===== src/rtl/fencei_flush_responder.sv =====
// Answers the core's fence.i flush handshake: drains data OBI traffic and the write buffer, optionally invalidates the icache, then pulses ack.
// Latency req->ack is 2 cycles when drained (3 with icache); the core must hold req until ack, and req must go low before the next flush.
module fencei_flush_responder #(
    parameter int OUTST_W        = 2,
    parameter bit ICACHE_PRESENT = 1'b1,
    parameter int INV_TIMEOUT    = 255
) (
    input  logic clk,
    input  logic rst,
    input  logic fencei_flush_req_i,
    output logic fencei_flush_ack_o,
    input  logic data_req_i,
    input  logic data_gnt_i,
    input  logic data_rvalid_i,
    input  logic wbuf_empty_i,
    output logic icache_inv_req_o,
    input  logic icache_inv_ack_i,
    output logic flush_busy_o,
    output logic inv_timeout_o,
    output logic outst_err_o
);

    localparam int                 TMO_W     = $clog2(INV_TIMEOUT + 1);
    localparam logic [TMO_W-1:0]   TMO_LAST  = TMO_W'(INV_TIMEOUT - 1);
    localparam logic [OUTST_W-1:0] OUTST_MAX = '1;

    typedef enum logic [2:0] {
        IDLE    = 3'd0,
        DRAIN   = 3'd1,
        INVAL   = 3'd2,
        ACK     = 3'd3,
        RELEASE = 3'd4
    } state_t;

    state_t             state;
    state_t             state_nxt;
    logic [OUTST_W-1:0] outst_cnt;
    logic [OUTST_W-1:0] outst_nxt;
    logic               outst_ovf;
    logic               outst_udf;
    logic [TMO_W-1:0]   tmo_cnt;
    logic               tmo_hit;
    logic               drained;
    logic               txn_inc;
    logic               txn_dec;

    assign txn_inc = data_req_i & data_gnt_i;
    assign txn_dec = data_rvalid_i;

    // Saturating counter; out-of-range moves are flagged rather than wrapped.
    always_comb begin
        outst_nxt = outst_cnt;
        outst_ovf = 1'b0;
        outst_udf = 1'b0;
        if (txn_inc && !txn_dec) begin
            if (outst_cnt == OUTST_MAX) outst_ovf = 1'b1;
            else                        outst_nxt = outst_cnt + OUTST_W'(1);
        end else if (txn_dec && !txn_inc) begin
            if (outst_cnt == '0) outst_udf = 1'b1;
            else                 outst_nxt = outst_cnt - OUTST_W'(1);
        end
    end

    assign drained = (outst_nxt == '0) && wbuf_empty_i;
    assign tmo_hit = (tmo_cnt == TMO_LAST) && !icache_inv_ack_i;

    always_ff @(posedge clk or posedge rst) begin
        if (rst) begin
            state         <= IDLE;
            outst_cnt     <= '0;
            tmo_cnt       <= '0;
            inv_timeout_o <= 1'b0;
            outst_err_o   <= 1'b0;
        end else begin
            state     <= state_nxt;
            outst_cnt <= outst_nxt;
            tmo_cnt   <= (state == INVAL) ? tmo_cnt + TMO_W'(1) : '0;
            if (outst_ovf || outst_udf)
                outst_err_o <= 1'b1;
            if (state == INVAL && tmo_hit)
                inv_timeout_o <= 1'b1;
        end
    end

    always_comb begin
        state_nxt = state;
        case (state)
            IDLE: begin
                if (fencei_flush_req_i) state_nxt = DRAIN;
            end
            DRAIN: begin
                if (!fencei_flush_req_i) state_nxt = IDLE;
                else if (drained)        state_nxt = ICACHE_PRESENT ? INVAL : ACK;
            end
            INVAL: begin
                // A withdrawn request still lets the invalidate finish, but is not acked.
                if (icache_inv_ack_i || tmo_hit)
                    state_nxt = fencei_flush_req_i ? ACK : IDLE;
            end
            ACK: begin
                state_nxt = RELEASE;
            end
            RELEASE: begin
                if (!fencei_flush_req_i) state_nxt = IDLE;
            end
            default: begin
                state_nxt = IDLE;
            end
        endcase
    end

    always_comb begin
        icache_inv_req_o   = (state == INVAL);
        fencei_flush_ack_o = (state == ACK);
        flush_busy_o       = (state != IDLE);
    end

endmodule


===== config.mk =====
export PLATFORM = sky130hd
export DESIGN_NAME = fencei_flush_responder
export DESIGN_NICKNAME = d
export VERILOG_FILES = /design/src/rtl/fencei_flush_responder.sv
export SDC_FILE = /design/constraint.sdc
export NUM_CORES = 1
export LEC_CHECK = 0
export ABC_AREA = 1
export CAP_MARGIN = 0
export CORE_MARGIN = 5
export CORE_UTILIZATION = 50
export CTS_BUF_LIST = sky130_fd_sc_hd__clkbuf_2
export CTS_CLUSTER_DIAMETER = 60
export CTS_CLUSTER_SIZE = 16
export DETAILED_ROUTE_END_ITERATION = 16
export HOLD_SLACK_MARGIN = 0.1
export PLACE_DENSITY = 0.88
export SLEW_MARGIN = 10
export SYNTH_ARGS = -nofsm -noshare
export SYNTH_HDL_FRONTEND = slang
export SYNTH_SLANG_ARGS = --single-unit
export TNS_END_PERCENT = 100

===== constraint.sdc =====
create_clock -name clk -period 1.6 [get_ports clk]
set_input_delay 0.48 -clock clk [delete_from_list [all_inputs] [get_ports clk]]
set_output_delay 0.48 -clock clk [all_outputs]
set_load 0.01 [all_outputs]

==> run summary, run 1 <==
The flow ran to the end, but the final reports show violations. The checks that failed: setup timing. After synthesis, the most frequently instantiated cells are 19 x sky130_fd_sc_hd__nand2_1, 15 x sky130_fd_sc_hd__dfrtp_1, 15 x sky130_fd_sc_hd__inv_1. The capturing point of the worst reg2reg path was state[1]$_DFFE_PP0P_.

In this run the critical register-to-register path is launched from state[2]$_DFFE_PP0P_. The area share of the leading cell type in the synthesized netlist is 0.473. The tools report the element type at the critical path start as a register. Setup repair after global routing could not meet its margin everywhere.

The cell type with the largest total area after synthesis is sky130_fd_sc_hd__dfrtp_1. The CTS clock-pin slew for the worst setup and hold paths was 0.16 ns. Entering global routing, the biggest net connects 16 pins.

Across all register-to-register paths, the minimum setup slack is 0.10 ns. The width of the die is 49.8 microns, and the time the worst path needs with I/O delays and setup is 1.65 ns. The total global routing overflow was 0. The tools report the number of global-route vias before repair as 836. Yosys instantiated no cell more often than sky130_fd_sc_hd__nand2_1. The fraction of the cycle the final worst path needs came out at 1.03. The number of clock buffers inserted by TritonCTS was 3. The maximum buffer depth of the clock tree is 2.

The region available for standard cell placement spans 1510 sq um. Data arrives at the worst endpoint at 1.17 ns. After detailed routing, the number of remaining DRC violations is 0. The remaining number of nets flagged by the antenna check after routing was 0; the height of the die was 49.8 microns. The tools report the mapped cell area as 793 sq um. The number of nets handed over by synthesis was 109. Sorting the synthesized cells by area gives the leading types as sky130_fd_sc_hd__dfrtp_1 47%, sky130_fd_sc_hd__nand2_1 9.0%, sky130_fd_sc_hd__inv_1 7.1%, sky130_fd_sc_hd__nand3_1 5.7%, sky130_fd_sc_hd__nor2_1 4.7%. The logs give 2480 sq um for the floorplan die area and 0.832 for the headroom to the max-slew limit.

The tools report the initial core utilization as 0.527. Summing all placed instances gives a cell area of 1020 sq um. TritonCTS built the clock tree. The run gives 3 as the final setup violation count.

The Yosys step of the flow raised 0 warnings. Synthesis instantiated 21 different standard cells from the library. The run gives -0.116 ns as the total negative setup slack.

The tools report the initial antenna violation count as 0. The insertion delay to the later sink of the worst-skew pair is 0.29 ns, and the share of the core filled with cells is 0.725. The setup slack after layout was -0.0478 ns. The final count of hold timing violations was 0.

The number of pins exceeding their max-slew limit in the final report was 0. For the total number of H-tree levels, the log shows 1. For the area taken by multi-input logic gates, the log shows 374 sq um. Power spread over the standard cell area amounts to 1270 nW/um^2. The number of input and output port buffers inserted is 12, and the top-level I/O count is 13.

The routed design has 2080 microns of wire. Yosys mapped a number of flops with a built-in enable equal to 0. Number of standard cells after synthesis: 99. VDD sags by at most 0.983 mV. For the number of fill cells, the log shows 116. The tools report the CTS root buffer as sky130_fd_sc_hd__clkbuf_2. The first detailed-routing pass ran for 4 iterations. Data on the critical path is required at its endpoint by 1.12 ns.

The run gives 0 as the number of violations of the max-capacitance limit. Routability-driven placement finished with a final weighted congestion of 0.725. The global-route usage over all layers came out at 0.174. The share of flip-flops with an asynchronous set or reset works out to 1.00.

A synthesized cell averages 8.01 sq um. The worst setup path is captured at a primary output. The fraction of final layout cells with drive strength greater than 1 came out at 0.282. The cell depth of the worst flop-to-flop path was 8. The class of the most critical setup path was reg -> out.

In this run the worst hold path is classified as in -> async. The number of antenna diodes in the final layout is 0. At the pin with the least slew margin, the transition time is 0.251 ns. The final instance area was 1090 sq um; the standard-cell row count was 14. Maximum frequency from static timing analysis: 0.607 GHz.

In the synthesized netlist the dominant register cell turns out to be sky130_fd_sc_hd__dfrtp_1. The layout overhead on the synthesized area is 37.7%, and the worst hold slack after final layout is 0.455 ns. Counting flops and latches in the post-synthesis netlist gives 15. The run gives 1410 microns as the half-perimeter wire length after detailed placement. The via count of the routed design was 805; the register cell area after layout was 375 sq um. Of all nets on the critical path, the largest fanout is 2. After detailed routing, the average wire length per cell comes to 14.1 microns. The tree built by TritonCTS fans out to 15 sinks. In the final design database the tool counted 142 nets. For the reported leakage power, the log shows 0.560 nW.

The sequential fraction of the synthesis area is 0.473. Wire length of the first global-routing pass: 3390 microns. The tools report the final setup skew as 0.0114 ns.

The count of routing violations after the opening detailed-route iteration is 60, and the ratio of routed vias to standard cells is 5.48.
[report_power, final]
part           total [mW]  internal, mW  switching, mW
sequential          0.483         0.435         0.0472
clock               0.184        0.0566          0.128
combinational       0.721         0.351          0.369
total                1.39         0.843          0.544
[worst max-delay path, stage by stage, from the launching register on]
cell,delay (ns)
sky130_fd_sc_hd__dfrtp_1,0.45
sky130_fd_sc_hd__nor2_2,0.14
sky130_fd_sc_hd__buf_4,0.13
sky130_fd_sc_hd__nand2_2,0.04
sky130_fd_sc_hd__buf_6,0.11
[logic make-up after synthesis]
logic type | synth area share
flops | 0.473
xor+xnor | 0.0110
simple gates | 0.290
compound gates | 0.118
fa+ha+maj | 0.0315
buf+inv | 0.0757
[routing by layer]
metal | share of wire | vias to the layer above | GRT usage
met5 | 0 | - | 0
met4 | 0.029 | 0 | 0.0611
met3 | 0.061 | 12 | 0.0512
met2 | 0.51 | 37 | 0.311
met1 | 0.40 | 373 | 0.192
li1 | - | 383 | -
[through the flow]
step | instances | setup WS, ns | power, mW
2_1_floorplan | 99 | 0.364 | 0.774
3_3_place_gp | 138 | -0.0999 | 1.02
3_5_place_dp | 138 | -0.209 | 1.05
4_1_cts | 145 | -0.0656 | 1.27
5_1_grt | 147 | -0.109 | 1.49
6_report | 147 | -0.0478 | 1.39
[flip-flops by register name (all words and copies together), names as in the netlist]
| signal | cells |
|---|---|
| inv_timeout_o | 1 |
| outst_cnt | 2 |
| outst_err_o | 1 |
| state | 3 |
| tmo_cnt | 8 |
[how the worst max path moves through the flow]
stage	from	end	depth (start not counted)
2_1_floorplan	state[2]$_DFFE_PP0P_	icache_inv_req_o	3
3_3_place_gp	data_rvalid_i	state[0]$_DFFE_PP0P_	8
3_5_place_dp	data_rvalid_i	state[1]$_DFFE_PP0P_	9
4_1_cts	state[0]$_DFFE_PP0P_	fencei_flush_ack_o	4
5_1_grt	state[2]$_DFFE_PP0P_	fencei_flush_ack_o	3
6_report	state[0]$_DFFE_PP0P_	flush_busy_o	4
[cell type report]
class,instances,share of cell area
sequential,15,0.344
multi-input combinational,68,0.342
clock buffer,3,0.0137
tap,16,0.0183
timing repair buffer,28,0.222
inverter,16,0.0550
clock inverter,1,0.00458
[cells in the final DEF (no fill, tap or decap), drive strengths merged, types with 3 or more instances in the layout]
cell type and count:
nor2 13, dfrtp 15, nand2 21, nand3 9
o21ai 5, nor3 4, clkdlybuf4s50 7, a21oi 6
buf 19, inv 16, clkbuf 3
[timing repair]
action,in CTS,in global routing
setup buffers,3,2
resized for setup,18,5
pin swaps,2,3
setup endpoints to repair,5,3
cloned,0,0
hold buffers,0,0
Note: power is estimated with default switching activity, not from simulation.
==> run 2: changes to the inputs <==
--- a/config.mk
+++ b/config.mk
@@ -8,13 +8,14 @@
 export ABC_AREA = 1
 export CAP_MARGIN = 0
 export CORE_MARGIN = 5
-export CORE_UTILIZATION = 50
+export CORE_UTILIZATION = 52
 export CTS_BUF_LIST = sky130_fd_sc_hd__clkbuf_2
 export CTS_CLUSTER_DIAMETER = 60
 export CTS_CLUSTER_SIZE = 16
 export DETAILED_ROUTE_END_ITERATION = 16
 export HOLD_SLACK_MARGIN = 0.1
-export PLACE_DENSITY = 0.88
+export PLACE_DENSITY = 0.9
+export SKIP_CTS_REPAIR_TIMING = 1
 export SLEW_MARGIN = 10
 export SYNTH_ARGS = -nofsm -noshare
 export SYNTH_HDL_FRONTEND = slang
==> run 2 against run 1 <==
  * The run still ends with setup timing left
  * Cell area shrank 2.9%
  * Global-route usage down 2.6 points
  * Non-clock buffer count is 3 lower
  * Total power fell by 9.2%
  * Largest cell class unchanged
==> run summary, run 2 (same netlist as run 1, synthesis figures left out) <==
The ratio of routed vias to standard cells is 5.21, and the overall power consumption is 1.26 mW. The floorplan step set the die height to 49.1 microns. The cell depth of the worst flop-to-flop path was 7; the via count of the routed design was 750.

Along the worst path, the maximum fanout reaches 3. The run gives 0.148 as the global-route usage over all layers. The largest registers in the layout are tmo_cnt x8, state x3, outst_cnt x2.

The number of fill cells came out at 105. The final reports fail on setup timing. The final setup violation count came out at 1. No sink is reached through more buffers than the 2 on the longest clock path. The logs give 0.490 ns for the worst hold slack after final layout and 2890 microns for the wire length of the first global-routing pass. The worst setup path is of the reg -> out kind.

The number of pins exceeding their max-slew limit in the final report came out at 0. Buffers inserted during clock tree synthesis total 3. The tools report the initial antenna violation count as 0. Once placement finished, the instance area stood at 1020 sq um. The worst register-to-register path begins at state[1]$_DFFE_PP0P_. The die covers 2410 sq um.

Reg2reg setup slack: 0.32 ns. The first detailed-routing pass took 4 iterations. Power per unit of standard cell area: 1190 nW/um^2.

Leaving out fill and tap cells, the most frequent cell in the layout is sky130_fd_sc_hd__nand2_1. The tools report the launch point of the worst path as state[0]$_DFFE_PP0P_. The insertion delay to the later sink of the worst-skew pair was 0.26 ns; the width of the die was 49.1 microns. The fraction of the cycle the final worst path needs was 1.01; the DRC violation count after routing was 0. The final count of hold timing violations came out at 0.

Counting flops per register, the top entry is tmo_cnt. After routing the design area is 1060 sq um. The arrival time reported for the critical path endpoint came out at 1.13 ns. The reported leakage power came out at 0.547 nW. Max-cap violations in this run came to 0.

The fraction of final layout cells with drive strength greater than 1 is 0.250, and the number of input and output port buffers inserted is 12. The capturing point of the worst reg2reg path was state[1]$_DFFE_PP0P_. The min-delay analysis places its worst path in the category in -> async. The largest net degree at the start of global routing is 16, and the headroom to the max-slew limit is 0.832. The top cell types in the final layout, fill and taps aside, are 18 x sky130_fd_sc_hd__nand2_1, 15 x sky130_fd_sc_hd__inv_1, 15 x sky130_fd_sc_hd__dfrtp_1, 13 x sky130_fd_sc_hd__buf_4, 10 x sky130_fd_sc_hd__nor2_1.

For the worst setup path, the data required time is 1.12 ns. The run gives 708 as the number of global-route vias before repair. Element type at the critical path start: a register. Setup repair after global routing could not meet its margin everywhere.

The wire length after detailed routing is 1670 microns. The standard-cell row count came out at 14. Remaining number of nets flagged by the antenna check after routing: 0.

For the placeable core region, the log shows 1470 sq um. For this block, the initial DRC count from the detailed router was 16. The setup slack after layout was -0.0134 ns; the slew at the pin with the worst max-slew slack was 0.250 ns.

The final layout contains 139 nets. For the total global routing overflow, the log shows 0. TritonCTS built the clock tree.

Relative to the synthesized area, the layout overhead comes to 33.8%. The weighted congestion at the end of routability-driven global placement came out at 0.761. The largest vdd supply drop is 0.741 mV, and the number of antenna diodes is 0. The CTS clock-pin slew for the worst setup and hold paths is 0.14 ns.

The tree built by TritonCTS fans out to 15 sinks. The number of flip-flops under the largest register name was 8. The half-perimeter wire length after detailed placement is 1360 microns. The flow ran to the end, but the final reports show violations. 13 I/O pins were placed. In the final routed layout, each cell accounts on average for 11.6 microns. The worst setup path is captured at a primary output. The tools report the final setup skew as 0.00171 ns. The CTS root buffer was sky130_fd_sc_hd__clkbuf_2. The share of the core filled with cells is 0.721, and the total number of H-tree levels is 1. Based on the critical path, the design can be clocked at up to 0.620 GHz. Summed over all failing endpoints, the final setup total negative slack is -0.0134 ns. The tools report the initial core utilization as 0.539.

The routed design could run at a clock period as short as 1.61 ns.
## run 2: metrics by stage
step / setup WS, ns / std cells
5_1_grt: -0.0735 / 144
6_report: -0.0134 / 144
4_1_cts: -0.397 / 143
3_3_place_gp: -0.107 / 139
2_1_floorplan: 0.364 / 99
3_5_place_dp: -0.169 / 139
## run 2: layer usage
metal  vias up  share of wire  track usage
li1        379              -            -
met1       355           0.42        0.176
met2        12           0.53        0.276
met3         4          0.033       0.0367
met4         0         0.0078       0.0135
met5         -              0            0
## run 2: how the worst max path moves through the flow
stage / depth (start not counted) / endpoint / slack [ns]
floorplan: 3 / icache_inv_req_o / 0.36
global placement: 8 / state[0]$_DFFE_PP0P_ / -0.11
detailed placement: 9 / state[1]$_DFFE_PP0P_ / -0.17
CTS: 3 / fencei_flush_ack_o / -0.40
global route: 4 / flush_busy_o / -0.07
finish: 4 / flush_busy_o / -0.01
## run 2: cell type report
cell class,instances,area [sq um],area share
sequential,15,375,0.354
clock buffer,4,20.0,0.0189
tap,16,20.0,0.0189
inverter,16,60.1,0.0566
multi-input combinational,68,365,0.344
timing repair buffer,25,220,0.208
## run 2: critical path: stages (launching register included)
cell and delay [ns]:
sky130_fd_sc_hd__dfrtp_1 0.44, sky130_fd_sc_hd__nor2_2 0.15, sky130_fd_sc_hd__buf_4 0.13, sky130_fd_sc_hd__nand2_2 0.05
sky130_fd_sc_hd__buf_6 0.11
## run 2: power breakdown
part	switching (mW)	total [mW]	leakage, nW	internal, mW
Combinational	0.301	0.600	0.336	0.299
Sequential	0.0476	0.483	0.194	0.435
Clock	0.111	0.178	0.0166	0.0664
Total	0.459	1.26	0.547	0.801
==> run 3: changes to the inputs <==
--- a/config.mk
+++ b/config.mk
@@ -7,14 +7,15 @@
 export LEC_CHECK = 0
 export ABC_AREA = 1
 export CAP_MARGIN = 0
+export CORE_ASPECT_RATIO = 1.4
 export CORE_MARGIN = 5
-export CORE_UTILIZATION = 52
+export CORE_UTILIZATION = 31
 export CTS_BUF_LIST = sky130_fd_sc_hd__clkbuf_2
 export CTS_CLUSTER_DIAMETER = 60
 export CTS_CLUSTER_SIZE = 16
 export DETAILED_ROUTE_END_ITERATION = 16
 export HOLD_SLACK_MARGIN = 0.1
-export PLACE_DENSITY = 0.9
+export PLACE_DENSITY = 0.63
 export SKIP_CTS_REPAIR_TIMING = 1
 export SLEW_MARGIN = 10
 export SYNTH_ARGS = -nofsm -noshare
==> run 3 against run 2 <==
  * Critical endpoint is now icache_inv_req_o
  * Clock-buffer cell count shrank 1
  * First-iteration DRC count is the same
  * Core utilization shrank 27 points
  * Critical path depth grew 1
  * The flow still finishes with violations (setup timing)
  * Via count shrank 1.1%
  * Critical path type unchanged
  * Combinational power grew 6.8%
  * Register-to-register slack lost 0.02 ns
==> run summary, run 3 (same netlist as run 1, synthesis figures left out) <==
The clock net in this run drives a total of 15 sinks. 13 I/O pins were placed. Compared with the post-synthesis result, the final layout area differs by 38.2%. After floorplanning, the core was sized to cover 2420 sq um.

CTS clock-pin slew for the worst setup and hold paths: 0.16 ns. Time the worst path needs with I/O delays and setup: 1.67 ns. The number of clock buffers inserted by TritonCTS is 3, and the insertion delay to the later sink of the worst-skew pair is 0.30 ns. From bottom edge to top edge, the die measures 69.9 microns.

The tools report the element type at the critical path start as a register. The floorplan step defined a die boundary enclosing 3680 sq um. The count of nets left with antenna violations once routing finished came out at 0.

The run finished, with violations left. Worst min-delay path category: in -> async. STA puts the critical path data arrival time at 1.19 ns.

Max-cap violations in this run came to 0. The number of global-route vias before repair is 764. The power per unit of standard cell area works out to 1190 nW/um^2. For the largest net degree at the start of global routing, the log shows 16.

The initial antenna violation count came out at 0. Row generation in the floorplan step produced 21 rows. The worst hold slack after final layout came out at 0.452 ns. The detailed router finished its first iteration with 16 violations. Once layout is complete, the cells apart from fillers number 163. The setup slack after layout was -0.0657 ns. The register with the most flip-flops in the layout has 8 of them. TritonCTS built the clock tree. The slew at the pin with the worst max-slew slack was 0.223 ns. The fraction of final layout cells with drive strength greater than 1 is 0.256, and the reported leakage power is 0.557 nW. The logs give 1.12 ns for the required time at the endpoint of the critical path and 0.600 GHz for the maximum frequency from static timing analysis. For the detailed-router iteration count before antenna repair, the log shows 4. Setup violations remaining at the end of the flow were counted as 3.

The final count of hold timing violations came out at 0. After detailed routing, the total wire length is 1690 microns. The ratio of routed vias to standard cells was 4.55; the maximum fanout count along the critical path was 3. The placed instances occupy a cell area of 1050 sq um.

The wire length per cell after detailed routing is 10.3 microns, and the weighted congestion at the end of routability-driven global placement is 0.891. The setup path with the least slack is of type reg -> out. Leaving out fill and tap cells, the most frequent cell in the layout is sky130_fd_sc_hd__nand2_1.

The run gives 0.604 mV as the largest vdd supply drop. Detailed placement ended at an HPWL of 1310 microns. The largest registers in the layout are tmo_cnt x8, state x3, outst_cnt x2.

The global-route usage over all layers was 0.111; the initial core utilization was 0.328. Number of input and output port buffers inserted: 12. For this run the aggregate overflow at the end of global routing stands at 0. For the share of the core filled with cells, the log shows 0.453. The maximum buffer depth of the clock tree is 2, and the final net count is 140.

The detailed router placed 742 vias in this run. STA classifies the critical path endpoint as a primary output. CTS root buffer: sky130_fd_sc_hd__clkbuf_2. The die is 52.8 microns wide.

The repair_antennas step left the layout with diodes totalling 0. The number of fill cells is 255. For this run, design rule violations remaining after detail routing come to 0. The checks that failed: setup timing. Once layout is done, the placed cells without fillers occupy 1100 sq um. The fraction of the cycle the final worst path needs came out at 1.04.

The number of pins exceeding their max-slew limit in the final report is 0. After detailed placement, the design holds a cell count of 157. Total number of H-tree levels: 1. The logs give 3040 microns for the wire length of the first global-routing pass and 0.851 for the headroom to the max-slew limit. The register containing the most flip-flops in the final layout is tmo_cnt. The top cell types in the final layout, fill and taps aside, are 18 x sky130_fd_sc_hd__nand2_1, 15 x sky130_fd_sc_hd__inv_1, 15 x sky130_fd_sc_hd__dfrtp_1, 14 x sky130_fd_sc_hd__buf_4, 10 x sky130_fd_sc_hd__nor2_1. Setup repair after global routing could not meet its margin everywhere. On the final layout, the worst clock skew is 0.00625 ns.
run 3: changes by cell type in the layout (fill, tap and decap cells not counted), sizes merged:
cell,before,now
buf,16,17
clkbuf,4,3
clkinv,0,1
run 3: power breakdown:
group          total (mW)  internal, mW  switching (mW)
Combinational       0.641         0.329           0.312
Clock               0.188        0.0565           0.131
Sequential          0.477         0.435          0.0413
Total                1.30         0.820           0.484
run 3: layer usage:
layer	routed length [microns]	share of wire	vias up	GRT usage
met5	0	0	-	0
met4	55	0.033	0	0.0824
met3	69	0.041	5	0.0319
met2	883	0.52	10	0.189
met1	679	0.40	345	0.108
li1	-	-	382	-
run 3: through the flow:
| step | total power, mW | TNS [ns] | setup slack [ns] |
|---|---|---|---|
| 2_1_floorplan | 0.774 | 0 | 0.364 |
| 3_3_place_gp | 1.05 | -0.435 | -0.111 |
| 3_5_place_dp | 1.05 | -0.522 | -0.150 |
| 4_1_cts | 1.24 | -1.56 | -0.470 |
| 5_1_grt | 1.41 | -0.442 | -0.170 |
| 6_report | 1.30 | -0.110 | -0.0657 |
run 3: area by class of cell:
type	instances	area, sq um	area share
sequential	15	375	0.342
multi-input combinational	68	370	0.338
timing repair buffer	26	228	0.208
inverter	16	60.1	0.0548
tap	34	42.5	0.0388
clock buffer	3	15.0	0.0137
clock inverter	1	5.00	0.00457
run 3: worst max-delay path, cell delays in order (launching register included):
cell and delay, ns:
sky130_fd_sc_hd__dfrtp_1 0.45, sky130_fd_sc_hd__nor2_2 0.12, sky130_fd_sc_hd__buf_4 0.13, sky130_fd_sc_hd__nand2_4 0.05, sky130_fd_sc_hd__inv_2 0.05, sky130_fd_sc_hd__buf_6 0.09
run 3: path summary, 6_finish.rpt:
| kind | start | endpoint | slack (ns) | cells past startpoint |
|---|---|---|---|---|
| hold reg to reg | outst_err_o$_DFFE_PP0P_ | outst_err_o$_DFFE_PP0P_ | 0.49 | 2 |
| setup reg to reg | state[2]$_DFFE_PP0P_ | state[1]$_DFFE_PP0P_ | 0.30 | 8 |
| max in group asynchronous | rst | tmo_cnt[6]$_DFF_PP0_ | 0.98 | 3 |
| setup / recovery | state[2]$_DFFE_PP0P_ | icache_inv_req_o | -0.07 | 5 |
| hold / removal | rst | state[1]$_DFFE_PP0P_ | 0.45 | 3 |
| min in group clk | outst_err_o$_DFFE_PP0P_ | outst_err_o$_DFFE_PP0P_ | 0.49 | 2 |
